--- src/rtl/var_mux_seq_if.sv ---
// Handshake/bus bundle between the variable sources, the selector and the SPI shifter.
interface var_mux_seq_if #(
  parameter int unsigned WIDTH    = 8,
  parameter int unsigned CHANNELS = 3,
  parameter int unsigned SEL_W    = 2
);
  logic [CHANNELS*WIDTH-1:0] in_bus;
  logic                      mode;
  logic [SEL_W-1:0]          sel;
  logic [CHANNELS-1:0]       ch_mask;
  logic                      load;
  logic [WIDTH-1:0]          out;
  logic [SEL_W-1:0]          out_ch;
  logic                      out_valid;
  logic                      out_ready;
  logic                      frame_end;
  logic                      busy;
  logic                      sel_err;

  // Request side / consumer side (testbench or upstream logic)
  modport master (
    output in_bus, mode, sel, ch_mask, load, out_ready,
    input  out, out_ch, out_valid, frame_end, busy, sel_err
  );

  // Selector side
  modport slave (
    input  in_bus, mode, sel, ch_mask, load, out_ready,
    output out, out_ch, out_valid, frame_end, busy, sel_err
  );
endinterface

--- src/rtl/var_mux_seq.sv ---
// Variable selector: direct single-word loads or masked ascending scan frames,
// presented through a registered valid/ready output slot.
module var_mux_seq #(
  parameter int unsigned WIDTH    = 8,
  parameter int unsigned CHANNELS = 3,
  parameter int unsigned SEL_W    = 2
) (
  input logic          clk,
  input logic          rst,
  var_mux_seq_if.slave bus
);
  localparam logic [0:0] ST_IDLE = 1'b0;
  localparam logic [0:0] ST_SCAN = 1'b1;

  logic [0:0]          state_q, state_d;
  logic [SEL_W-1:0]    ptr_q, ptr_d;
  logic [CHANNELS-1:0] mask_r_q, mask_r_d;
  logic [WIDTH-1:0]    out_q, out_d;
  logic [SEL_W-1:0]    out_ch_q, out_ch_d;
  logic                out_valid_q, out_valid_d;
  logic                frame_end_q, frame_end_d;
  logic                busy_q, busy_d;
  logic                sel_err_q, sel_err_d;

  logic                slot_free;
  logic                sel_ok;
  logic                has_next;
  logic [SEL_W-1:0]    first_idx, next_idx;
  logic [WIDTH-1:0]    sel_word, ptr_word;

  assign slot_free = !out_valid_q || bus.out_ready;
  assign sel_ok    = 32'(bus.sel) < CHANNELS;

  // Channel word muxes for the direct index and the scan pointer
  always_comb begin
    sel_word = '0;
    ptr_word = '0;
    for (int unsigned k = 0; k < CHANNELS; k++) begin
      if (bus.sel == SEL_W'(k)) sel_word = bus.in_bus[k*WIDTH +: WIDTH];
      if (ptr_q == SEL_W'(k))   ptr_word = bus.in_bus[k*WIDTH +: WIDTH];
    end
  end

  // Priority search: lowest bit of the new mask, next set bit above ptr in the frame mask
  always_comb begin
    first_idx = '0;
    next_idx  = '0;
    has_next  = 1'b0;
    for (int unsigned i = 0; i < CHANNELS; i++) begin
      if (bus.ch_mask[CHANNELS-1-i]) first_idx = SEL_W'(CHANNELS-1-i);
      if (mask_r_q[CHANNELS-1-i] && (SEL_W'(CHANNELS-1-i) > ptr_q)) begin
        next_idx = SEL_W'(CHANNELS-1-i);
        has_next = 1'b1;
      end
    end
  end

  // Next-state and output-slot logic
  always_comb begin
    state_d     = state_q;
    ptr_d       = ptr_q;
    mask_r_d    = mask_r_q;
    out_d       = out_q;
    out_ch_d    = out_ch_q;
    out_valid_d = out_valid_q;
    frame_end_d = frame_end_q;
    busy_d      = busy_q;
    sel_err_d   = 1'b0;

    // A free slot drains unless something is captured below
    if (slot_free) begin
      out_valid_d = 1'b0;
      frame_end_d = 1'b0;
    end

    case (state_q)
      ST_IDLE: begin
        if (bus.load) begin
          if (!bus.mode) begin
            if (!sel_ok) begin
              sel_err_d = 1'b1;
            end else if (slot_free) begin
              out_d       = sel_word;
              out_ch_d    = bus.sel;
              out_valid_d = 1'b1;
              frame_end_d = 1'b0;
            end
          end else begin
            mask_r_d = bus.ch_mask;
            if (bus.ch_mask == '0) begin
              sel_err_d = 1'b1;
            end else begin
              ptr_d   = first_idx;
              busy_d  = 1'b1;
              state_d = ST_SCAN;
            end
          end
        end
      end
      ST_SCAN: begin
        if (slot_free) begin
          out_d       = ptr_word;
          out_ch_d    = ptr_q;
          out_valid_d = 1'b1;
          if (!has_next) begin
            frame_end_d = 1'b1;
            busy_d      = 1'b0;
            state_d     = ST_IDLE;
          end else begin
            frame_end_d = 1'b0;
            ptr_d       = next_idx;
          end
        end
      end
      default: state_d = ST_IDLE;
    endcase
  end

  // State and output registers, synchronous reset aborts any frame
  always_ff @(posedge clk) begin
    if (rst) begin
      state_q     <= ST_IDLE;
      ptr_q       <= '0;
      mask_r_q    <= '0;
      out_q       <= '0;
      out_ch_q    <= '0;
      out_valid_q <= 1'b0;
      frame_end_q <= 1'b0;
      busy_q      <= 1'b0;
      sel_err_q   <= 1'b0;
    end else begin
      state_q     <= state_d;
      ptr_q       <= ptr_d;
      mask_r_q    <= mask_r_d;
      out_q       <= out_d;
      out_ch_q    <= out_ch_d;
      out_valid_q <= out_valid_d;
      frame_end_q <= frame_end_d;
      busy_q      <= busy_d;
      sel_err_q   <= sel_err_d;
    end
  end

  assign bus.out       = out_q;
  assign bus.out_ch    = out_ch_q;
  assign bus.out_valid = out_valid_q;
  assign bus.frame_end = frame_end_q;
  assign bus.busy      = busy_q;
  assign bus.sel_err   = sel_err_q;
endmodule
--- src/flat_wrapper.sv ---
// flat-port wrapper written by rule: the top's interface ports become plain ports
module var_mux_seq_flat 
#(
  parameter int unsigned WIDTH    = 8,
  parameter int unsigned CHANNELS = 3,
  parameter int unsigned SEL_W    = 2
)
  (clk, rst, bus_in_bus, bus_mode, bus_sel, bus_ch_mask, bus_load, bus_out_ready, bus_out, bus_out_ch, bus_out_valid, bus_frame_end, bus_busy, bus_sel_err);
  var_mux_seq_if #(.WIDTH(WIDTH), .CHANNELS(CHANNELS), .SEL_W(SEL_W)) bus_i ();
  input logic clk;
  input logic rst;
  input wire logic [$bits(bus_i.in_bus)-1:0] bus_in_bus;
  input wire logic [$bits(bus_i.mode)-1:0] bus_mode;
  input wire logic [$bits(bus_i.sel)-1:0] bus_sel;
  input wire logic [$bits(bus_i.ch_mask)-1:0] bus_ch_mask;
  input wire logic [$bits(bus_i.load)-1:0] bus_load;
  input wire logic [$bits(bus_i.out_ready)-1:0] bus_out_ready;
  output wire logic [$bits(bus_i.out)-1:0] bus_out;
  output wire logic [$bits(bus_i.out_ch)-1:0] bus_out_ch;
  output wire logic [$bits(bus_i.out_valid)-1:0] bus_out_valid;
  output wire logic [$bits(bus_i.frame_end)-1:0] bus_frame_end;
  output wire logic [$bits(bus_i.busy)-1:0] bus_busy;
  output wire logic [$bits(bus_i.sel_err)-1:0] bus_sel_err;
  assign bus_i.in_bus = bus_in_bus;
  assign bus_i.mode = bus_mode;
  assign bus_i.sel = bus_sel;
  assign bus_i.ch_mask = bus_ch_mask;
  assign bus_i.load = bus_load;
  assign bus_i.out_ready = bus_out_ready;
  assign bus_out = bus_i.out;
  assign bus_out_ch = bus_i.out_ch;
  assign bus_out_valid = bus_i.out_valid;
  assign bus_frame_end = bus_i.frame_end;
  assign bus_busy = bus_i.busy;
  assign bus_sel_err = bus_i.sel_err;
  var_mux_seq #(.WIDTH(WIDTH), .CHANNELS(CHANNELS), .SEL_W(SEL_W)) u_core (.clk(clk), .rst(rst), .bus(bus_i));
endmodule
--- config.mk ---
export PLATFORM = sky130hd
export DESIGN_NAME = var_mux_seq_flat
export DESIGN_NICKNAME = d
export VERILOG_FILES = /design/src/rtl/var_mux_seq_if.sv /design/src/rtl/var_mux_seq.sv /design/src/flat_wrapper.sv
export SDC_FILE = /design/constraint.sdc
export NUM_CORES = 1
export LEC_CHECK = 0
export BUFFER_PORTS_ARGS = -buffer_cell sky130_fd_sc_hd__buf_2
export CORE_ASPECT_RATIO = 1.5
export CORE_MARGIN = 3
export CORE_UTILIZATION = 40
export DETAILED_ROUTE_END_ITERATION = 10
export GPL_ROUTABILITY_DRIVEN = 0
export HOLD_SLACK_MARGIN = 0.1
export PLACE_DENSITY = 0.71
export SLEW_MARGIN = 40
export SYNTH_ARGS = -nofsm -noshare
export SYNTH_HDL_FRONTEND = slang
export SYNTH_SLANG_ARGS = --single-unit
--- constraint.sdc ---
create_clock -name clk -period 2.5 [get_ports clk]
set_clock_uncertainty 0.1 [all_clocks]
set_input_delay 0 -clock clk [delete_from_list [all_inputs] [get_ports clk]]
set_output_delay 0 -clock clk [all_outputs]
set_load 0.1 [all_outputs]
Word level (Yosys, flattened, before mapping)
Index checks and enable logic that the tools add are counted.
{"block": "totals", "out_inout_bits": 14, "inputBits": 34, "wordCells": 103, "regBits": 20}
{"block": "op_classes", "bitwise_logic": 2, "n_reduce_logical": 13, "eq_ne": 13, "mux": 62, "order_cmp": 4}
{"operator": "$mux 8", "n": 11}
{"operator": "$mux 2", "n": 16}
{"operator": "$mux 1", "n": 28}
{"operator": "$pmux 8 s2", "n": 1}
{"operator": "$reduce_and 5->1", "n": 3}
{"operator": "$ne 2x2->1 const B", "n": 7}
{"operator": "$pmux 1 s2", "n": 4}
{"operator": "$pmux 2 s2", "n": 2}
{"operator": "$eq 2x1->1 const B", "n": 2}
{"operator": "$eq 2x2->1 const B", "n": 2}
{"operator": "$gt 1x2->1 const A", "n": 2}
{"operator": "$logic_not 2->1", "n": 2}
{"operator": "$ne 2x1->1 const B", "n": 2}
{"operator": "$logic_and 1x1->1", "n": 3}
{"operator": "$logic_not 3->1", "n": 1}
{"operator": "$reduce_and 3->1", "n": 1}
{"operator": "$reduce_or 3->1", "n": 1}
{"operator": "$gt 2x2->1 const A", "n": 1}
{"operator": "$lt 2x2->1 const B", "n": 1}
{"operator": "$not 1->1", "n": 2}
{"operator": "$logic_not 1->1", "n": 1}
{"operator": "$logic_or 1x1->1", "n": 1}

Logic depth before layout (Yosys ltp)
{"block": "logic_depth", "ltp_word": 9, "ltp_mapped": 6, "ltp_nobuf": 4}

Least setup slack after synthesis
OpenSTA, ideal clock, no wires.
{"block": "synth_timing", "kind": "register -> register", "from": "register with a tool-made name", "to": "register u_core.out_q[0], in the netlist u_core.bus.out[0]", "t_arrival_ns": 1.685, "path_slack_ns": 0.644, "t_required_ns": 2.329, "n_path_buf": 1, "setup_ns": 0.071, "path_stages_with_launch": 5, "path_cell_list": "dfxtp_1 -> and2b_1 -> buf_2 -> o21ai_0 -> a21oi_1"}
{"item": "end signal: assignment", "line": "var_mux_seq.sv:135", "text": "out_q <= out_d;"}
{"item": "end: declaration", "line": "var_mux_seq.sv:18", "text": "logic [WIDTH-1:0] out_q, out_d;"}

Final worst setup path
{"block": "layout_timing", "from": "register u_core.state_q", "to": "register u_core.mask_r_q[1]"}
{"block": "layout_via", "elab_chain_len": 2}
{"item": "start: declaration", "line": "var_mux_seq.sv:15", "text": "logic [0:0] state_q, state_d;"}
{"item": "start signal: assignment", "line": "var_mux_seq.sv:132", "text": "state_q <= state_d;"}
{"item": "$not 1->1"}
{"item": "$reduce_and 3->1 (no source line)"}
{"item": "end signal: assignment", "line": "var_mux_seq.sv:134", "text": "mask_r_q <= mask_r_d;"}
{"item": "end: declaration", "line": "var_mux_seq.sv:17", "text": "logic [CHANNELS-1:0] mask_r_q, mask_r_d;"}
Every way passes these cells.
A chain may end at the register's enable or synchronous reset.

==> impl_metrics.tcl <==
set metrics [dict create \
    die_w_microns 53.59 \
    tns_ns 0 \
    crit_path_frequent_cell "dlygate4sd3_1" \
    timing.slew.headroom_pct 50.15 \
    grt_pass1_wl_microns 5934 \
    syn_nets 186 \
    vias 1363 \
    cp.arrival_ns 2.31 \
    grt.overflow.total 0 \
    numCtsBuffers 3 \
    total_leakage_power_nw 0.7077 \
    postCtsSetupRepairBufs 0 \
    finalHoldViolations 0 \
    vias_per_cell 5.727 \
    drc 0 \
    ys_warn_count 0 \
    start_kind "flop" \
    crit_start "u_core.state_q" \
    endpoint "u_core.mask_r_q[1]" \
    numClockSinks 19 \
    timing.final.crit_period_ns 2.262 \
    drtPass1Iterations 4 \
    cp.required_ns 2.54 \
    dieArea_sq_um 4147 \
    critPathSlowestCell "dlygate4sd3_1" \
    cts.htree.levels 1 \
    nNetsFinal 233 \
    ir_drop_uv 217.1 \
    synth-seq-cells 19 \
    grt_pass1_vias 1295 \
    syn_inst 152 \
    n_fill_cell 329 \
    r2r_start "u_core.state_q" \
    clockRootBuffer "clkbuf_8" \
    slowest_delay_ns 0.58 \
    core_sq_um 3191 \
    grt_max_degree 22 \
    hold_class "input port to flop" \
    yosysSeqAreaShare_pct 27.99 \
    clk_path_buf_depth 2 \
    rsz0062_at_grt "no" \
    p_total_mw 0.8629 \
    r2r_setup_slack_ns 0.24 \
    tightest_slew_ns 0.7467 \
    fmax_mhz 442.2 \
    status "complete, no violations" \
    period_share_pct 90.46 \
    rows 25 \
    grt_use_total_pct 18.48 \
    io_buffers 47 \
    syn_to_final_growth_pct 24.31 \
    drtIter0Drc 27 \
    finalSetupViolCount 0 \
    drt_wl_total_microns 3535 \
    wl_per_cell_microns 14.85 \
    timing.rr.end "u_core.mask_r_q[1]" \
    cp-end-kind "flop" \
    netlist-cell-type-count 34 \
    utilization_pct 52.94 \
    crit_fanout 10 \
    cts_tree "yes" \
    syn_area_per_cell_sq_um 8.939 \
    maxSlewViolCount 0 \
    num_io_pins 48 \
    die_y_microns 77.38 \
    drt.antenna.violating_nets 0 \
    clkSlewWorstSetupHoldPaths_ns 0.07 \
    power_density_nw_per_um2 510.8 \
    antenna_cells 0 \
    worstSkewPairLatency_ns 0.25 \
    initial_utilization_pct 42.59 \
    critPathKind "flop to flop" \
    syn_area_sq_um 1359 \
    drv_cap 0 \
    dpl.hpwl_microns 2558 \
    crit_chain "nand3b_4, mux2i_1, dlygate4sd3_1, nor2_1, dlygate4sd3_1" \
    place_area_sq_um 1543 \
    drive_above_1_share_pct 29.80 \
    r2r_cells 5 \
    antenna_found_initial 0 \
    worst_hold_slack_ns 0.1204 \
    stdcell_area_sq_um 1689 \
]
metal layers:
| layer | GRT usage (%) | vias to the layer above | share of wire (%) |
|---|---|---|---|
| met1 | 21.96 | 626 | 38 |
| li1 | - | 672 | - |
| met3 | 1.536 | 6 | 5.9 |
| met5 | 0 | - | 0 |
| met2 | 32.19 | 59 | 54 |
| met4 | 8.184 | 0 | 2.0 |
what timing repair did:
| action | in CTS | in global routing |
|---|---|---|
| endpoints found under the setup margin | 0 | 2 |
| resized for setup | 0 | 1 |
| hold buffers | 10 | 0 |
| hold endpoints to repair | 17 | 0 |
synth_stat cells:
| library cell | n | area, sq um |
|---|---|---|
| nand3b_1 | 17 | 127.6 |
| a211oi_4 | 1 | 20.02 |
| a31o_2 | 1 | 8.760 |
| mux2i_1 | 20 | 200.2 |
| o311a_1 | 2 | 20.02 |
| buf_2 | 6 | 30.03 |
| buf_4 | 2 | 15.01 |
| nand4_1 | 1 | 6.260 |
| inv_1 | 3 | 11.26 |
| nand2_1 | 2 | 7.510 |
| or2_2 | 1 | 6.260 |
| or3_1 | 1 | 6.260 |
| and4_1 | 1 | 8.760 |
| a31oi_4 | 1 | 21.27 |
| a211oi_1 | 2 | 15.01 |
| nand3b_4 | 1 | 20.02 |
| o211a_1 | 1 | 10.01 |
| nand2_4 | 1 | 11.26 |
| buf_6 | 4 | 45.04 |
| nor3_1 | 1 | 5.000 |
| o2111ai_1 | 7 | 61.31 |
| o211ai_1 | 9 | 67.56 |
| o221ai_1 | 1 | 8.760 |
| o21ai_0 | 18 | 90.09 |
| nand2b_1 | 2 | 12.51 |
| inv_2 | 1 | 3.750 |
| a21oi_1 | 14 | 70.07 |
| nand2b_4 | 1 | 13.76 |
| and3b_1 | 1 | 8.760 |
| and2b_1 | 1 | 7.510 |
| clkbuf_1 | 3 | 11.26 |
| dfxtp_1 | 19 | 380.4 |
| nor2_1 | 5 | 18.77 |
| a32oi_1 | 1 | 8.760 |
through the flow:
| step | cells | setup WS (ns) |
|---|---|---|
| after global placement | 224 | 0.8429 |
| after CTS | 238 | 0.09234 |
| final | 238 | 0.2385 |
| after global routing | 238 | 0.1247 |
| after detailed placement | 224 | 0.7837 |
| after floorplan | 152 | 0.6443 |
layout by cell type, fill, tap and decap left out, types with 3 or more instances in the layout:
cell type      count
o21ai_0           18
dfxtp_1           18
dlygate4sd3_1     10
clkbuf_8           3
a21oi_1           14
o2111ai_1          7
buf_2             47
o211ai_1           9
mux2i_1           20
inv_1              3
nor2_1             5
nand3b_1          17
kinds of logic after synthesis:
kind of cell,after synthesis,synth area share (%)
buf+inv,19,8.563
simple gates,36,19.15
flops,19,27.99
mux,20,14.73
compound gates,58,29.56
how the worst min path moves through the flow:
stage	from	endpoint	cells after the start	slack, ns
2_1_floorplan	bus_ch_mask[1]	u_core.mask_r_q[1]	2	0.04
3_3_place_gp	bus_ch_mask[2]	u_core.mask_r_q[2]	3	0.18
3_5_place_dp	bus_ch_mask[2]	u_core.mask_r_q[2]	3	0.19
4_1_cts	bus_in_bus[16]	u_core.bus.out[0]	5	0.12
5_1_grt	bus_in_bus[21]	u_core.bus.out[5]	5	0.16
6_report	bus_in_bus[21]	u_core.bus.out[5]	5	0.12
final cells by class:
| type | count | area (sq um) | share of cell area (%) |
|---|---|---|---|
| Tap cell | 40 | 50.05 | 2.963 |
| Clock buffer | 4 | 45.04 | 2.667 |
| Timing Repair Buffer | 57 | 335.3 | 19.85 |
| Multi-Input combinational cell | 114 | 862.1 | 51.04 |
| Inverter | 4 | 15.01 | 0.8889 |
| Sequential cell | 19 | 381.6 | 22.59 |
power by group:
group          switching (mW)  internal (mW)  leakage [nW]  total, mW
logic                   0.202          0.101         0.529      0.303
clock network           0.101          0.113        0.0228      0.214
registers              0.0238          0.322         0.156      0.346
total                   0.327          0.536         0.708      0.863
critical path, delay by kind of cell (launching register included):
kind                   cells  cell delay [ns]
multiplexers               1             0.17
AND/OR/NAND/NOR            2             0.27
buffers and inverters      2             1.14
flip-flops                 1             0.48
Power figures use the tool's default switching activity.
